$ cat config.mk
export PLATFORM = sky130hd
export DESIGN_NAME = fft_core
export DESIGN_NICKNAME = d
export VERILOG_FILES = /design/src/rtl/fft_core.sv
export SDC_FILE = /design/constraint.sdc
export NUM_CORES = 1
export LEC_CHECK = 0
export ABC_AREA = 1
export BUFFER_PORTS_ARGS = -buffer_cell sky130_fd_sc_hd__buf_2
export CORE_ASPECT_RATIO = 1.2
export CORE_MARGIN = 4
export CORE_UTILIZATION = 60
export CTS_CLUSTER_DIAMETER = 60
export CTS_CLUSTER_SIZE = 16
export DETAILED_ROUTE_END_ITERATION = 10
export PLACE_DENSITY = 0.78
export SKIP_CTS_REPAIR_TIMING = 1
export SYNTH_ARGS = -nofsm -noshare
export SYNTH_HDL_FRONTEND = slang
export SYNTH_SLANG_ARGS = --single-unit
$ cat constraint.sdc
create_clock -name s00_axi_aclk -period 19.2 [get_ports s00_axi_aclk]
set_clock_uncertainty 0.05 [all_clocks]
set_input_delay 2.88 -clock s00_axi_aclk [delete_from_list [all_inputs] [get_ports s00_axi_aclk]]
set_output_delay 2.88 -clock s00_axi_aclk [all_outputs]
set_load 0.05 [all_outputs]
$ cat src/rtl/fft_core.sv
// 2-point radix-2 FFT butterfly on binary32 samples, AXI-Stream in/out, compute on start pulse.
// Latency: first output beat 3 cycles after the start cycle (two passes through one shared float adder).
// Backpressure: input ready only while loading; output beats hold data/last steady while m00_axis_tready=0.
module fft_core #(
  parameter int SIZE       = 2,
  parameter int DATA_WIDTH = 32
) (
  input  logic                      s00_axi_aclk,
  input  logic                      s00_axi_aresetn,
  output logic                      s00_axis_tready,
  input  logic [DATA_WIDTH-1:0]     s00_axis_tdata,
  input  logic                      s00_axis_tlast,
  input  logic                      s00_axis_tvalid,
  output logic                      m00_axis_tvalid,
  output logic [DATA_WIDTH-1:0]     m00_axis_tdata,
  output logic [DATA_WIDTH/8-1:0]   m00_axis_tstrb,
  output logic                      m00_axis_tlast,
  input  logic                      m00_axis_tready,
  input  logic                      start
);

  localparam logic [1:0] S_LOAD   = 2'd0;
  localparam logic [1:0] S_LOADED = 2'd1;
  localparam logic [1:0] S_CALC   = 2'd2;
  localparam logic [1:0] S_SEND   = 2'd3;
  localparam int CW = (SIZE > 1) ? $clog2(SIZE) : 1;
  localparam logic [31:0] QNAN = 32'h7FC0_0000;

  logic [1:0]            state;
  logic [CW-1:0]         cnt;
  logic [DATA_WIDTH-1:0] x [SIZE];
  logic                  phase;     // 0: difference pass, 1: sum pass
  logic [DATA_WIDTH-1:0] sum_r;
  logic [DATA_WIDTH-1:0] add_b;
  logic [DATA_WIDTH-1:0] add_res;

  // binary32 add, round-to-nearest-even, subnormals flushed to signed zero
  function automatic logic [31:0] fp_add(input logic [31:0] a, input logic [31:0] b);
    logic              sa, sb, sl, ss;
    logic [7:0]        ea, eb, el, es, d;
    logic [22:0]       fa, fb;
    logic [26:0]       ml, ms, msh;
    logic [27:0]       acc;
    logic signed [9:0] e;
    logic [24:0]       rnd;
    logic              rup;
    sa = a[31]; ea = a[30:23]; fa = a[22:0];
    sb = b[31]; eb = b[30:23]; fb = b[22:0];
    sl = 1'b0; ss = 1'b0; el = '0; es = '0; ml = '0; ms = '0; msh = '0;
    d = '0; acc = '0; e = '0; rnd = '0; rup = 1'b0;
    fp_add = 32'h0;
    if ((ea == 8'hFF && fa != 23'd0) || (eb == 8'hFF && fb != 23'd0)) begin
      fp_add = QNAN;
    end else if (ea == 8'hFF && eb == 8'hFF) begin
      fp_add = (sa != sb) ? QNAN : a;
    end else if (ea == 8'hFF) begin
      fp_add = a;
    end else if (eb == 8'hFF) begin
      fp_add = b;
    end else if (ea == 8'd0 && eb == 8'd0) begin
      fp_add = {sa & sb, 31'd0};
    end else if (ea == 8'd0) begin
      fp_add = b;
    end else if (eb == 8'd0) begin
      fp_add = a;
    end else begin
      // larger magnitude first; its sign is the result sign unless it cancels
      if ({ea, fa} >= {eb, fb}) begin
        sl = sa; el = ea; ml = {1'b1, fa, 3'b000};
        ss = sb; es = eb; ms = {1'b1, fb, 3'b000};
      end else begin
        sl = sb; el = eb; ml = {1'b1, fb, 3'b000};
        ss = sa; es = ea; ms = {1'b1, fa, 3'b000};
      end
      d = el - es;
      if (d >= 8'd27) begin
        msh = 27'd1;
      end else begin
        msh = ms >> d;
        if ((ms & ((27'd1 << d) - 27'd1)) != 27'd0) msh[0] = 1'b1;
      end
      e = {2'b00, el};
      if (sl == ss) begin
        acc = {1'b0, ml} + {1'b0, msh};
        if (acc[27]) begin
          acc = {1'b0, acc[27:1]} | {27'd0, acc[0]};
          e = e + 10'sd1;
        end
      end else begin
        acc = {1'b0, ml} - {1'b0, msh};
      end
      if (acc != 28'd0) begin
        for (int i = 0; i < 27; i++) begin
          if (!acc[26]) begin
            acc = acc << 1;
            e = e - 10'sd1;
          end
        end
        rup = acc[2] & (acc[1] | acc[0] | acc[3]);
        rnd = {1'b0, acc[26:3]} + {24'd0, rup};
        if (rnd[24]) begin
          rnd = rnd >> 1;
          e = e + 10'sd1;
        end
        if (e <= 10'sd0)        fp_add = {sl, 31'd0};
        else if (e >= 10'sd255) fp_add = {sl, 8'hFF, 23'd0};
        else                    fp_add = {sl, e[7:0], rnd[22:0]};
      end
    end
  endfunction

  assign add_b   = phase ? x[1] : {~x[1][DATA_WIDTH-1], x[1][DATA_WIDTH-2:0]};
  assign add_res = fp_add(x[0], add_b);

  assign s00_axis_tready = (state == S_LOAD);
  assign m00_axis_tstrb  = {(DATA_WIDTH/8){1'b1}};

  // frame FSM: load samples, wait for start, two adder passes, stream out X1 then X0
  always_ff @(posedge s00_axi_aclk or negedge s00_axi_aresetn) begin
    if (!s00_axi_aresetn) begin
      state           <= S_LOAD;
      cnt             <= '0;
      for (int i = 0; i < SIZE; i++) x[i] <= '0;
      phase           <= 1'b0;
      sum_r           <= '0;
      m00_axis_tdata  <= '0;
      m00_axis_tvalid <= 1'b0;
      m00_axis_tlast  <= 1'b0;
    end else begin
      case (state)
        S_LOAD: begin
          if (s00_axis_tvalid) begin
            x[cnt] <= s00_axis_tdata;
            cnt    <= cnt + 1'b1;
            if (s00_axis_tlast || cnt == CW'(SIZE - 1)) state <= S_LOADED;
          end
        end
        S_LOADED: begin
          if (start) begin
            phase <= 1'b0;
            state <= S_CALC;
          end
        end
        S_CALC: begin
          if (!phase) begin
            m00_axis_tdata <= add_res;
            phase          <= 1'b1;
          end else begin
            sum_r           <= add_res;
            m00_axis_tvalid <= 1'b1;
            m00_axis_tlast  <= 1'b0;
            state           <= S_SEND;
          end
        end
        S_SEND: begin
          if (m00_axis_tready) begin
            if (!m00_axis_tlast) begin
              m00_axis_tdata <= sum_r;
              m00_axis_tlast <= 1'b1;
            end else begin
              m00_axis_tvalid <= 1'b0;
              m00_axis_tlast  <= 1'b0;
              cnt             <= '0;
              // unloaded slots of the next frame must read as zero
              for (int i = 0; i < SIZE; i++) x[i] <= '0;
              state           <= S_LOAD;
            end
          end
        end
        default: state <= S_LOAD;
      endcase
    end
  end

endmodule

==> flow_metrics.env <==
export IMPL_violations="negative setup slack"
export IMPL_clkLatencyLatePin_ns=0.42
export IMPL_totalWireLength_mm=90.5
export IMPL_holdWs_ns=0.424
export IMPL_cts_sinks=134
export IMPL_final_net_count=5435
export IMPL_synth_area_um2=26100
export IMPL_drcViolationCount=0
export IMPL_grt_pass1_vias=30076
export IMPL_setup_viol=62
export IMPL_cpMostUsedCell="nand2_2"
export IMPL_cts_root_buf="clkbuf_16"
export IMPL_grt_max_degree=73
export IMPL_dpl_cell_area_um2=30600
export IMPL_vias=33150
export IMPL_ys_seq_area_frac=0.128
export IMPL_drv_slew=0
export IMPL_layout_commonest_cell="nand2_1"
export IMPL_ys_warn_count=0
export IMPL_tightest_slew_ns=1.15
export IMPL_path_buf_inv=24
export IMPL_overflow=0
export IMPL_wire_per_inst_um=15.5
export IMPL_die_y_um=237
export IMPL_synth_seq_cells=134
export IMPL_drive_above_1_share=0.231
export IMPL_drt_iter0_drc=2867
export IMPL_critical_path_class="reg -> reg"
export IMPL_grt_pass1_wl_mm=142
export IMPL_hold_path_class="reg -> reg"
export IMPL_numCtsBuffers=17
export IMPL_via_per_inst=5.67
export IMPL_ant_nets=0
export IMPL_max_freq_ghz=0.0501
export IMPL_min_period_over_period=1.04
export IMPL_gp_routability_congestion=1.03
export IMPL_finish_instance_area_um2=32500
export IMPL_ios=77
export IMPL_critPathLaunchType="flip-flop"
export IMPL_arrival_ns=20.28
export IMPL_netlist_instances=4784
export IMPL_grtUsageMet1=0.421
export IMPL_core_um2=42900
export IMPL_grtUsageTotal=0.358
export IMPL_fin_ws_ns=-0.766
export IMPL_synthToLayoutAreaGrowth_pct=24.3
export IMPL_synth_top_flop_cell="dfrtp_1"
export IMPL_status="finished, violations left"
export IMPL_maxSlewHeadroom=0.227
export IMPL_drv_cap=0
export IMPL_cts_max_level=4
export IMPL_place_inst=5773
export IMPL_antenna_cells=0
export IMPL_hold_violations=0
export IMPL_io_buffers=72
export IMPL_grt_setup_unrepaired="yes"
export IMPL_crit_family="simple AND/OR/NAND/NOR gates"
export IMPL_cts_buffer_depth=2
export IMPL_busiest_layer="met2"
export IMPL_stdcell_count=5848
export IMPL_antenna_found_initial=0
export IMPL_critPathRequiredTime_ns=19.51
export IMPL_use_met2=0.628
export IMPL_postLayoutCoreUtil=0.758
export IMPL_ys_async_sr_fraction=1.00
export IMPL_cts_clk_slew_worst_paths_ns=0.06
export IMPL_mostFrequentLayoutCells="1,540 x nand2_1, 580 x inv_1, 555 x buf_4, 449 x nand3_1, 413 x nor2_1"
export IMPL_dp_hpwl_mm=70.2
export IMPL_worstHoldStart="m00_axis_tdata[19]$_DFFE_PN0P_"
export IMPL_endpoint_kind="flip-flop"
export IMPL_core_rowCount=83
export IMPL_tritoncts="done"
export IMPL_r2r_start="x[29]$_DFFE_PN0P_"
export IMPL_synth_edf_count=0
export IMPL_path_max_fanout=11
export IMPL_initial_core_util=0.610
export IMPL_critPathLaunch="x[29]$_DFFE_PN0P_"
export IMPL_cp_slowest_stage_delay_ns=0.42
export IMPL_min_period_ns=19.97
export IMPL_dr_pass1_iters=7
export IMPL_avgSynthCellArea_um2=5.47
export IMPL_synth_distinct_cells=76
export IMPL_worst_path_max_delay_cell="fa_2"
export IMPL_dieArea_um2=47000
export IMPL_grt_use_met3=0.0498
export IMPL_chipWidth_um=199
-- kinds of logic (layout without fill, tap and decap cells) --
logic type	after synthesis	count (layout)	synth area share
compound gates	634	634	0.144
xor+xnor	54	54	0.0188
fa+ha+maj	111	111	0.0534
buf+inv	851	1359	0.136
flops	134	134	0.128
mux	3	3	0.00115
other cells	1	4	0.000143
simple gates	2996	2997	0.519
-- worst min-delay path, stage by stage (launching register included) --
cell	delay [ns]
dfrtp_1	0.34
nand2_1	0.05
nand2_1	0.05
-- Yosys cell counts, types with 68 or more instances --
| cell | number | area, µm² |
|---|---|---|
| nand2_1 | 1602 | 6010 |
| inv_1 | 603 | 2260 |
| nand3_1 | 463 | 2320 |
| nor2_1 | 428 | 1610 |
| o21ai_0 | 206 | 1030 |
| a21oi_1 | 140 | 701 |
| nand4_1 | 138 | 863 |
| dfrtp_1 | 134 | 3350 |
| nand2_2 | 116 | 726 |
| ha_1 | 110 | 1380 |
| o22ai_1 | 72 | 450 |
| clkbuf_1 | 68 | 255 |
-- final cells by class --
cell class / count / area (µm²)
Clock buffer: 18 / 439
Timing Repair Buffer: 652 / 4940
Clock inverter: 11 / 129
Fill cell: 3556 / 10400
Inverter: 678 / 2560
Multi-Input combinational cell: 3803 / 20400
Sequential cell: 134 / 3350
Tap cell: 552 / 691
-- final timing paths --
path	to	slack [ns]	cells past startpoint
worst max-delay path	m00_axis_tdata[4]$_DFFE_PN0P_	-0.77	156
max in group asynchronous	x[37]$_DFFE_PN0P_	15.32	2
worst min register to register	m00_axis_tdata[19]$_DFFE_PN0P_	0.42	2
worst min-delay path	m00_axis_tdata[19]$_DFFE_PN0P_	0.42	2
min in group asynchronous	m00_axis_tdata[25]$_DFFE_PN0P_	2.39	1
worst max register to register	m00_axis_tdata[4]$_DFFE_PN0P_	-0.77	156
-- per-layer routing --
metal / part of all wire / wire length [µm]
met3: 0.064 / 5780
met5: 0 / 0
met4: 0.071 / 6400
met1: 0.39 / 35000
met2: 0.48 / 43300
-- flip-flops by register name, indices dropped and copies added (netlist names) --
name,flops
cnt,1
m00_axis_tdata,32
m00_axis_tlast,1
m00_axis_tvalid,1
phase,1
state,2
sum_r,32
x,64
-- metrics by stage --
| stage | setup TNS, ns | setup slack (ns) |
|---|---|---|
| 5_1_grt | -111.22 | -1.91 |
| 3_3_place_gp | -37.84 | -0.724 |
| 4_1_cts | -67.91 | -1.25 |
| 2_1_floorplan | 0 | 0.0363 |
| 3_5_place_dp | -62.99 | -1.17 |
| 6_report | -42.02 | -0.766 |
Power is not shown: default switching activity piles up to over one toggle a cycle in this logic, so the estimate is an artifact.
